[src/rtl/nano_pkg.sv]
// Shared widths, reset PC and the fetch-entry payload for the NanoRisc fetch stage.
package nano_pkg;

  localparam int unsigned NANO_ADDR_WIDTH  = 8;
  localparam int unsigned NANO_INSTR_WIDTH = 8;
  localparam int unsigned NANO_RESET_PC    = 0;
  localparam int unsigned FIFO_DEPTH       = 2;
  localparam int unsigned FIFO_COUNT_WIDTH = 2;
  localparam int unsigned PERF_COUNT_WIDTH = 16;

  typedef struct packed {
    logic [NANO_INSTR_WIDTH-1:0] instruction;
    logic [NANO_ADDR_WIDTH-1:0]  pc;
  } fetchEntry_t;

endpackage

[src/rtl/nano_fetch_unit_if.sv]
// Fetch-stage bus: redirect input, InstructionMemory read port and decode handshake.
// FETCH_PERF_COUNT_EN adds the fetchCount/stallCount signals.
interface nano_fetch_unit_if
  import nano_pkg::*;
#(
  parameter int unsigned ADDR_WIDTH  = NANO_ADDR_WIDTH,
  parameter int unsigned INSTR_WIDTH = NANO_INSTR_WIDTH
) ();

  logic                   redirectValid;
  logic [ADDR_WIDTH-1:0]  redirectAddress;
  logic                   imemReadEnable;
  logic [ADDR_WIDTH-1:0]  imemAddress;
  logic [INSTR_WIDTH-1:0] imemInstruction;
  logic                   instrValid;
  logic                   instrReady;
  logic [INSTR_WIDTH-1:0] instruction;
  logic [ADDR_WIDTH-1:0]  instrPc;

`ifdef FETCH_PERF_COUNT_EN
  logic [PERF_COUNT_WIDTH-1:0] fetchCount;
  logic [PERF_COUNT_WIDTH-1:0] stallCount;

  modport master (
    input  redirectValid, redirectAddress, imemInstruction, instrReady,
    output imemReadEnable, imemAddress, instrValid, instruction, instrPc,
           fetchCount, stallCount
  );

  modport slave (
    output redirectValid, redirectAddress, imemInstruction, instrReady,
    input  imemReadEnable, imemAddress, instrValid, instruction, instrPc,
           fetchCount, stallCount
  );
`else
  modport master (
    input  redirectValid, redirectAddress, imemInstruction, instrReady,
    output imemReadEnable, imemAddress, instrValid, instruction, instrPc
  );

  modport slave (
    output redirectValid, redirectAddress, imemInstruction, instrReady,
    input  imemReadEnable, imemAddress, instrValid, instruction, instrPc
  );
`endif

endinterface

[src/rtl/nano_skid_fifo.sv]
// Two-entry FIFO of fetch entries with a registered head; flush empties it.
module nano_skid_fifo
  import nano_pkg::*;
#(
  parameter type entryT = fetchEntry_t
) (
  input  logic                        clock,
  input  logic                        resetN,
  input  logic                        push,
  input  entryT                       pushEntry,
  input  logic                        pop,
  input  logic                        flush,
  output entryT                       headEntry,
  output logic [FIFO_COUNT_WIDTH-1:0] count
);

  entryT                       slot0Q, slot0D;
  entryT                       slot1Q, slot1D;
  logic [FIFO_COUNT_WIDTH-1:0] countQ, countD;
  logic                        pushToSlot0;

  // A push lands behind whatever survives this cycle's pop.
  assign pushToSlot0 = (countQ == FIFO_COUNT_WIDTH'(0)) ||
                       ((countQ == FIFO_COUNT_WIDTH'(1)) && pop);

  always_comb begin
    slot0D = slot0Q;
    slot1D = slot1Q;
    countD = countQ;
    if (flush) begin
      countD = '0;
    end else begin
      if (pop) begin
        slot0D = slot1Q;
      end
      if (push) begin
        if (pushToSlot0) begin
          slot0D = pushEntry;
        end else begin
          slot1D = pushEntry;
        end
      end
      countD = countQ + FIFO_COUNT_WIDTH'(push) - FIFO_COUNT_WIDTH'(pop);
    end
  end

  always_ff @(posedge clock or negedge resetN) begin
    if (!resetN) begin
      slot0Q <= '0;
      slot1Q <= '0;
      countQ <= '0;
    end else begin
      slot0Q <= slot0D;
      slot1Q <= slot1D;
      countQ <= countD;
    end
  end

  assign headEntry = slot0Q;
  assign count     = countQ;

endmodule

[src/rtl/nano_fetch_unit.sv]
// NanoRisc fetch stage: owns the PC, issues one InstructionMemory read per cycle and buffers
// responses in a 2-entry skid FIFO. FETCH_PERF_COUNT_EN adds pop/stall counters.
module nano_fetch_unit
  import nano_pkg::*;
#(
  parameter int unsigned           ADDR_WIDTH  = NANO_ADDR_WIDTH,
  parameter int unsigned           INSTR_WIDTH = NANO_INSTR_WIDTH,
  parameter logic [ADDR_WIDTH-1:0] RESET_PC    = ADDR_WIDTH'(NANO_RESET_PC)
) (
  input logic               clock,
  input logic               resetN,
  nano_fetch_unit_if.master fetchBus
);

  typedef struct packed {
    logic [INSTR_WIDTH-1:0] instruction;
    logic [ADDR_WIDTH-1:0]  pc;
  } entryT;

  logic [ADDR_WIDTH-1:0]       fetchPcQ, fetchPcD;
  logic [ADDR_WIDTH-1:0]       inFlightPcQ, inFlightPcD;
  logic                        inFlightQ, inFlightD;
  logic [FIFO_COUNT_WIDTH-1:0] fifoCount;
  logic [2:0]                  occupancy;
  logic                        instrValidInt;
  logic                        pop;
  logic                        push;
  logic                        issue;
  entryT                       pushEntry;
  entryT                       headEntry;

  assign instrValidInt = (fifoCount != FIFO_COUNT_WIDTH'(0));
  assign pop           = instrValidInt & fetchBus.instrReady;
  // A response arriving in a redirect cycle belongs to the abandoned path.
  assign push          = inFlightQ & ~fetchBus.redirectValid;
  assign occupancy     = 3'(fifoCount) + 3'(inFlightQ) - 3'(pop);
  assign issue         = resetN & ~fetchBus.redirectValid & (occupancy < 3'd2);
  assign pushEntry     = '{instruction: fetchBus.imemInstruction, pc: inFlightPcQ};

  // Next PC and in-flight tracking; redirect outranks issue.
  always_comb begin
    fetchPcD    = fetchPcQ;
    inFlightD   = 1'b0;
    inFlightPcD = inFlightPcQ;
    if (fetchBus.redirectValid) begin
      fetchPcD = fetchBus.redirectAddress;
    end else if (issue) begin
      fetchPcD    = fetchPcQ + ADDR_WIDTH'(1);
      inFlightD   = 1'b1;
      inFlightPcD = fetchPcQ;
    end
  end

  always_ff @(posedge clock or negedge resetN) begin
    if (!resetN) begin
      fetchPcQ    <= RESET_PC;
      inFlightQ   <= 1'b0;
      inFlightPcQ <= '0;
    end else begin
      fetchPcQ    <= fetchPcD;
      inFlightQ   <= inFlightD;
      inFlightPcQ <= inFlightPcD;
    end
  end

  nano_skid_fifo #(
    .entryT (entryT)
  ) skidFifo (
    .clock     (clock),
    .resetN    (resetN),
    .push      (push),
    .pushEntry (pushEntry),
    .pop       (pop),
    .flush     (fetchBus.redirectValid),
    .headEntry (headEntry),
    .count     (fifoCount)
  );

  assign fetchBus.imemReadEnable = issue;
  assign fetchBus.imemAddress    = fetchPcQ;
  assign fetchBus.instrValid     = instrValidInt;
  assign fetchBus.instruction    = headEntry.instruction;
  assign fetchBus.instrPc        = headEntry.pc;

`ifdef FETCH_PERF_COUNT_EN
  logic [PERF_COUNT_WIDTH-1:0] fetchCountQ;
  logic [PERF_COUNT_WIDTH-1:0] stallCountQ;
  logic                        stall;

  assign stall = instrValidInt & ~fetchBus.instrReady;

  // Saturating counters of accepted instructions and decode stall cycles.
  always_ff @(posedge clock or negedge resetN) begin
    if (!resetN) begin
      fetchCountQ <= '0;
      stallCountQ <= '0;
    end else begin
      if (pop && (fetchCountQ != '1)) begin
        fetchCountQ <= fetchCountQ + PERF_COUNT_WIDTH'(1);
      end
      if (stall && (stallCountQ != '1)) begin
        stallCountQ <= stallCountQ + PERF_COUNT_WIDTH'(1);
      end
    end
  end

  assign fetchBus.fetchCount = fetchCountQ;
  assign fetchBus.stallCount = stallCountQ;
`endif

endmodule
[src/flat_wrapper.sv]
// flat-port wrapper written by rule: the top's interface ports become plain ports
module nano_fetch_unit_flat import nano_pkg::*;
#(
  parameter int unsigned           ADDR_WIDTH  = NANO_ADDR_WIDTH,
  parameter int unsigned           INSTR_WIDTH = NANO_INSTR_WIDTH,
  parameter logic [ADDR_WIDTH-1:0] RESET_PC    = ADDR_WIDTH'(NANO_RESET_PC)
)
  (clock, resetN, fetchBus_redirectValid, fetchBus_redirectAddress, fetchBus_imemInstruction, fetchBus_instrReady, fetchBus_imemReadEnable, fetchBus_imemAddress, fetchBus_instrValid, fetchBus_instruction, fetchBus_instrPc);
  nano_fetch_unit_if #(.ADDR_WIDTH(ADDR_WIDTH), .INSTR_WIDTH(INSTR_WIDTH)) fetchBus_i ();
  input logic clock;
  input logic resetN;
  input wire logic [$bits(fetchBus_i.redirectValid)-1:0] fetchBus_redirectValid;
  input wire logic [$bits(fetchBus_i.redirectAddress)-1:0] fetchBus_redirectAddress;
  input wire logic [$bits(fetchBus_i.imemInstruction)-1:0] fetchBus_imemInstruction;
  input wire logic [$bits(fetchBus_i.instrReady)-1:0] fetchBus_instrReady;
  output wire logic [$bits(fetchBus_i.imemReadEnable)-1:0] fetchBus_imemReadEnable;
  output wire logic [$bits(fetchBus_i.imemAddress)-1:0] fetchBus_imemAddress;
  output wire logic [$bits(fetchBus_i.instrValid)-1:0] fetchBus_instrValid;
  output wire logic [$bits(fetchBus_i.instruction)-1:0] fetchBus_instruction;
  output wire logic [$bits(fetchBus_i.instrPc)-1:0] fetchBus_instrPc;
  assign fetchBus_i.redirectValid = fetchBus_redirectValid;
  assign fetchBus_i.redirectAddress = fetchBus_redirectAddress;
  assign fetchBus_i.imemInstruction = fetchBus_imemInstruction;
  assign fetchBus_i.instrReady = fetchBus_instrReady;
  assign fetchBus_imemReadEnable = fetchBus_i.imemReadEnable;
  assign fetchBus_imemAddress = fetchBus_i.imemAddress;
  assign fetchBus_instrValid = fetchBus_i.instrValid;
  assign fetchBus_instruction = fetchBus_i.instruction;
  assign fetchBus_instrPc = fetchBus_i.instrPc;
  nano_fetch_unit #(.ADDR_WIDTH(ADDR_WIDTH), .INSTR_WIDTH(INSTR_WIDTH), .RESET_PC(RESET_PC)) u_core (.clock(clock), .resetN(resetN), .fetchBus(fetchBus_i));
endmodule
[config.mk]
export PLATFORM = sky130hd
export DESIGN_NAME = nano_fetch_unit_flat
export DESIGN_NICKNAME = d
export VERILOG_FILES = /design/src/rtl/nano_pkg.sv /design/src/rtl/nano_fetch_unit_if.sv /design/src/rtl/nano_skid_fifo.sv /design/src/rtl/nano_fetch_unit.sv /design/src/flat_wrapper.sv
export SDC_FILE = /design/constraint.sdc
export NUM_CORES = 1
export LEC_CHECK = 0
export BUFFER_PORTS_ARGS = -buffer_cell sky130_fd_sc_hd__buf_2
export CORE_MARGIN = 2
export CORE_UTILIZATION = 54
export CTS_CLUSTER_SIZE = 12
export DETAILED_ROUTE_END_ITERATION = 8
export PLACE_DENSITY = 0.75
export SLEW_MARGIN = 20
export SYNTH_ARGS = -nofsm -noshare
export SYNTH_HDL_FRONTEND = slang
export SYNTH_SLANG_ARGS = --single-unit
export TNS_END_PERCENT = 1
[constraint.sdc]
create_clock -name clock -period 3.4 [get_ports clock]
set_clock_uncertainty 0.1 [all_clocks]
set_input_delay 0.68 -clock clock [delete_from_list [all_inputs] [get_ports clock]]
set_output_delay 0.68 -clock clock [all_outputs]
set_load 0.01 [all_outputs]
==> flow_metrics.env <==
export IMPL_status="completed"
export IMPL_place_gp_congestion=0.8258
export IMPL_setup_tns_ns=0
export IMPL_avgSynthCellArea_um2=11.59
export IMPL_first_iter_violations=112
export IMPL_yosysWarningCount=0
export IMPL_ys_seq_area_share_pct=55.62
export IMPL_numClockSinks=51
export IMPL_synth_distinct_cells=30
export IMPL_regArea_um2=1277
export IMPL_cpPeakStageDelay_ns=0.48
export IMPL_dieHeight_um=69.19
export IMPL_crit_cells=9
export IMPL_pwr_share_clk_pct=16.1
export IMPL_ys_ff_latch=51
export IMPL_antenna_found_initial=0
export IMPL_p_leak_uw=0.001289
export IMPL_grt_pass1_vias=1557
export IMPL_relSlewSlack_pct=33.61
export IMPL_syn_to_final_growth_pct=15.59
export IMPL_hold_class="flip-flop to flip-flop"
export IMPL_netlist_area_leader_share_pct=55.62
export IMPL_drv_slew=0
export IMPL_p_comb_share_pct=35.7
export IMPL_r2r_cells=10
export IMPL_fill_cells=318
export IMPL_synth_area_top_cells="dfrtp_1 56%, mux2_2 7.9%, o221a_2 7.9%, nand2_1 5.9%, or2_2 4.6%"
export IMPL_dieArea_um2=4787
export IMPL_clockBufferDepth=2
export IMPL_reg2reg_slack_ns=0.74
export IMPL_synth_cell_area_um2=2295
export IMPL_cp_cell_sequence="nor2_2, inv_1, nand2_1, nor2_1, fa_1, xor2_2, or3_1, clkinv_4, buf_2"
export IMPL_cts_made_buffers=5
export IMPL_via_per_inst=5.539
export IMPL_path_buf_inv=3
export IMPL_critPathKind="flip-flop to primary output"
export IMPL_grt_pass1_wl_mm=7.452
export IMPL_avgRoutedWirePerCell_um=14.89
export IMPL_netlist_instances=198
export IMPL_p_seq_share_pct=48.2
export IMPL_clock_latency_ns=0.30
export IMPL_synth_top_area_cell="dfrtp_1"
export IMPL_p_switching_uw=703.3
export IMPL_vias=1634
export IMPL_detail_route_first_pass_iterations=4
export IMPL_rows=23
export IMPL_period_share_pct=94.62
export IMPL_h_tree_depth=2
export IMPL_finalHoldViolCount=0
export IMPL_stdcell_area_um2=2653
export IMPL_grt_remaining_overflow=0
export IMPL_cellInternalPower_uw=1375
export IMPL_finalWirelength_mm=4.392
export IMPL_powerDensity_nw_per_um2=783.5
export IMPL_worstPathRequired_ns=2.62
export IMPL_cp_arrival_ns=2.44
export IMPL_clkTransAtPathRegs_ns=0.08
export IMPL_synthArstFlopShare_pct=100.0
export IMPL_core_area_um2=4058
export IMPL_worst_pin_slew_ns=0.9915
export IMPL_multi_input_area_um2=937.1
export IMPL_final_antenna_net_count=0
export IMPL_cp_top_family="simple AND/OR/NAND/NOR gates"
export IMPL_vdd_ir_drop_max_uv=460.9
export IMPL_drc=0
export IMPL_hold_buffers=0
export IMPL_antenna_cells=0
export IMPL_syn_nets=222
export IMPL_ys_flop_type="dfrtp_1"
export IMPL_crit_fanout=10
export IMPL_setup_viol=0
export IMPL_placed_area_um2=2556
export IMPL_grt_max_degree=52
export IMPL_start_util_pct=56.55
export IMPL_cts_root_buf="clkbuf_8"
export IMPL_critPathLaunchType="flip-flop"
export IMPL_switching_share_pct=33.84
export IMPL_place_port_buffers=45
export IMPL_cp_end_kind="primary output"
export IMPL_place_detailed_hpwl_mm=3.034
export IMPL_post_cts_buffers=0
export IMPL_max_freq_ghz=0.3109
export IMPL_synth_edff_count=0
export IMPL_cts_tree="done"
export IMPL_final_nets=268
export IMPL_rsz0062_at_grt="no"
export IMPL_grt_use_total_pct=19.35
export IMPL_max_cap_violations=0
export IMPL_min_period_ns=3.217
export IMPL_crit_slowest_cell="dfrtp_2"
export IMPL_boundaryPins=46
export IMPL_die_width_um=69.19
export IMPL_drive_gt1_share_pct=44.49
export IMPL_hold_depth=2
[final timing paths]
kind,from,endpoint
setup / recovery,u_core.skidFifo.count[1],fetchBus_imemReadEnable
hold / removal,u_core.inFlightPcQ[3],u_core.inFlightPcQ[3]
setup reg to reg,u_core.skidFifo.count[1],u_core.fetchBus.imemAddress[5]
hold reg to reg,u_core.inFlightPcQ[3],u_core.inFlightPcQ[3]
max in group asynchronous,resetN,u_core.skidFifo.count[1]
min in group asynchronous,resetN,u_core.skidFifo.headEntry[0]
[kinds of logic after synthesis]
| logic type | count (synthesis) | synth area share, % |
|---|---|---|
| fa+ha+maj | 4 | 2.508 |
| compound gates | 34 | 13.85 |
| buf+inv | 19 | 3.980 |
| flops | 51 | 55.62 |
| mux | 16 | 7.852 |
| simple gates | 69 | 14.29 |
| xor+xnor | 5 | 1.909 |
[cells in the mapped netlist (all sizes together) (2+ instances only)]
master,count
or2,17
nor2b,3
a21oi,3
buf,5
xor2,3
clkbuf,4
o311ai,8
xnor2,2
nor2,6
ha,3
o221a,16
nand2,36
mux2,16
a221o,2
o21ai,2
dfrtp,51
nand3,3
inv,9
[power by group through the flow]
stage	clock network, uW	registers, uW	logic (uW)
3_5_place_dp	0	1010	741
3_3_place_gp	0	1000	716
4_1_cts	343	1000	745
6_report	334	1000	742
2_1_floorplan	0	1030	462
5_1_grt	369	1040	820
[worst min-delay path, cell delays in order (launching register included)]
cell and delay (ns):
dfrtp_1 0.37, nand2_1 0.05, nand2_1 0.05
[flip-flops by register name, indices dropped and copies added (netlist names)]
register                     flops
u_core.skidFifo.count            2
u_core.skidFifo.slot1Q          16
u_core.inFlightQ                 1
u_core.skidFifo.headEntry       16
u_core.inFlightPcQ               8
u_core.fetchBus.imemAddress      8
[layer usage]
metal	global-route usage (%)	share of wire, %
met1	27.64	47
met5	0	0
met2	30.02	47
met4	5.882	1.0
met3	3.924	4.7
[layout by cell type, fill, tap and decap left out, types with 5 or more instances in the layout]
cell type  Yosys  routed
dfrtp_1       51      50
o221a_2       16      16
or2_2         17      17
nand2_1       36      36
mux2_2        16      16
nor2_1         6       5
inv_1          9       9
clkbuf_8       0       5
o311ai_0       5       5
buf_2          3      45
[stage by stage]
stage	instances	hold WS, ns	setup slack [ns]	utilization, %	total power, uW
final	295	0.4011	0.1830	65.37	2078
after global routing	295	0.4160	0.04427	65.37	2226
after CTS	295	0.4066	0.1645	65.09	2089
after detailed placement	287	0.3866	0.2823	63.00	1755
after global placement	287	0.3794	0.3169	63.00	1718
after floorplan	198	0.2844	0.5663	-	1496
[cell type report]
type | count | share of cell area (%)
inverter | 10 | 1.604
sequential | 51 | 48.16
timing repair buffer | 48 | 9.340
multi-input combinational | 128 | 35.33
clock buffer | 6 | 2.736
clock inverter | 2 | 0.4717
tap | 50 | 2.358
[repair_timing]
action | in CTS | in global routing
endpoints found under the hold margin | 0 | 0
gates resized for setup | 0 | 3
endpoints found under the setup margin | 0 | 1
No activity file was read; power rests on OpenSTA's default activity.
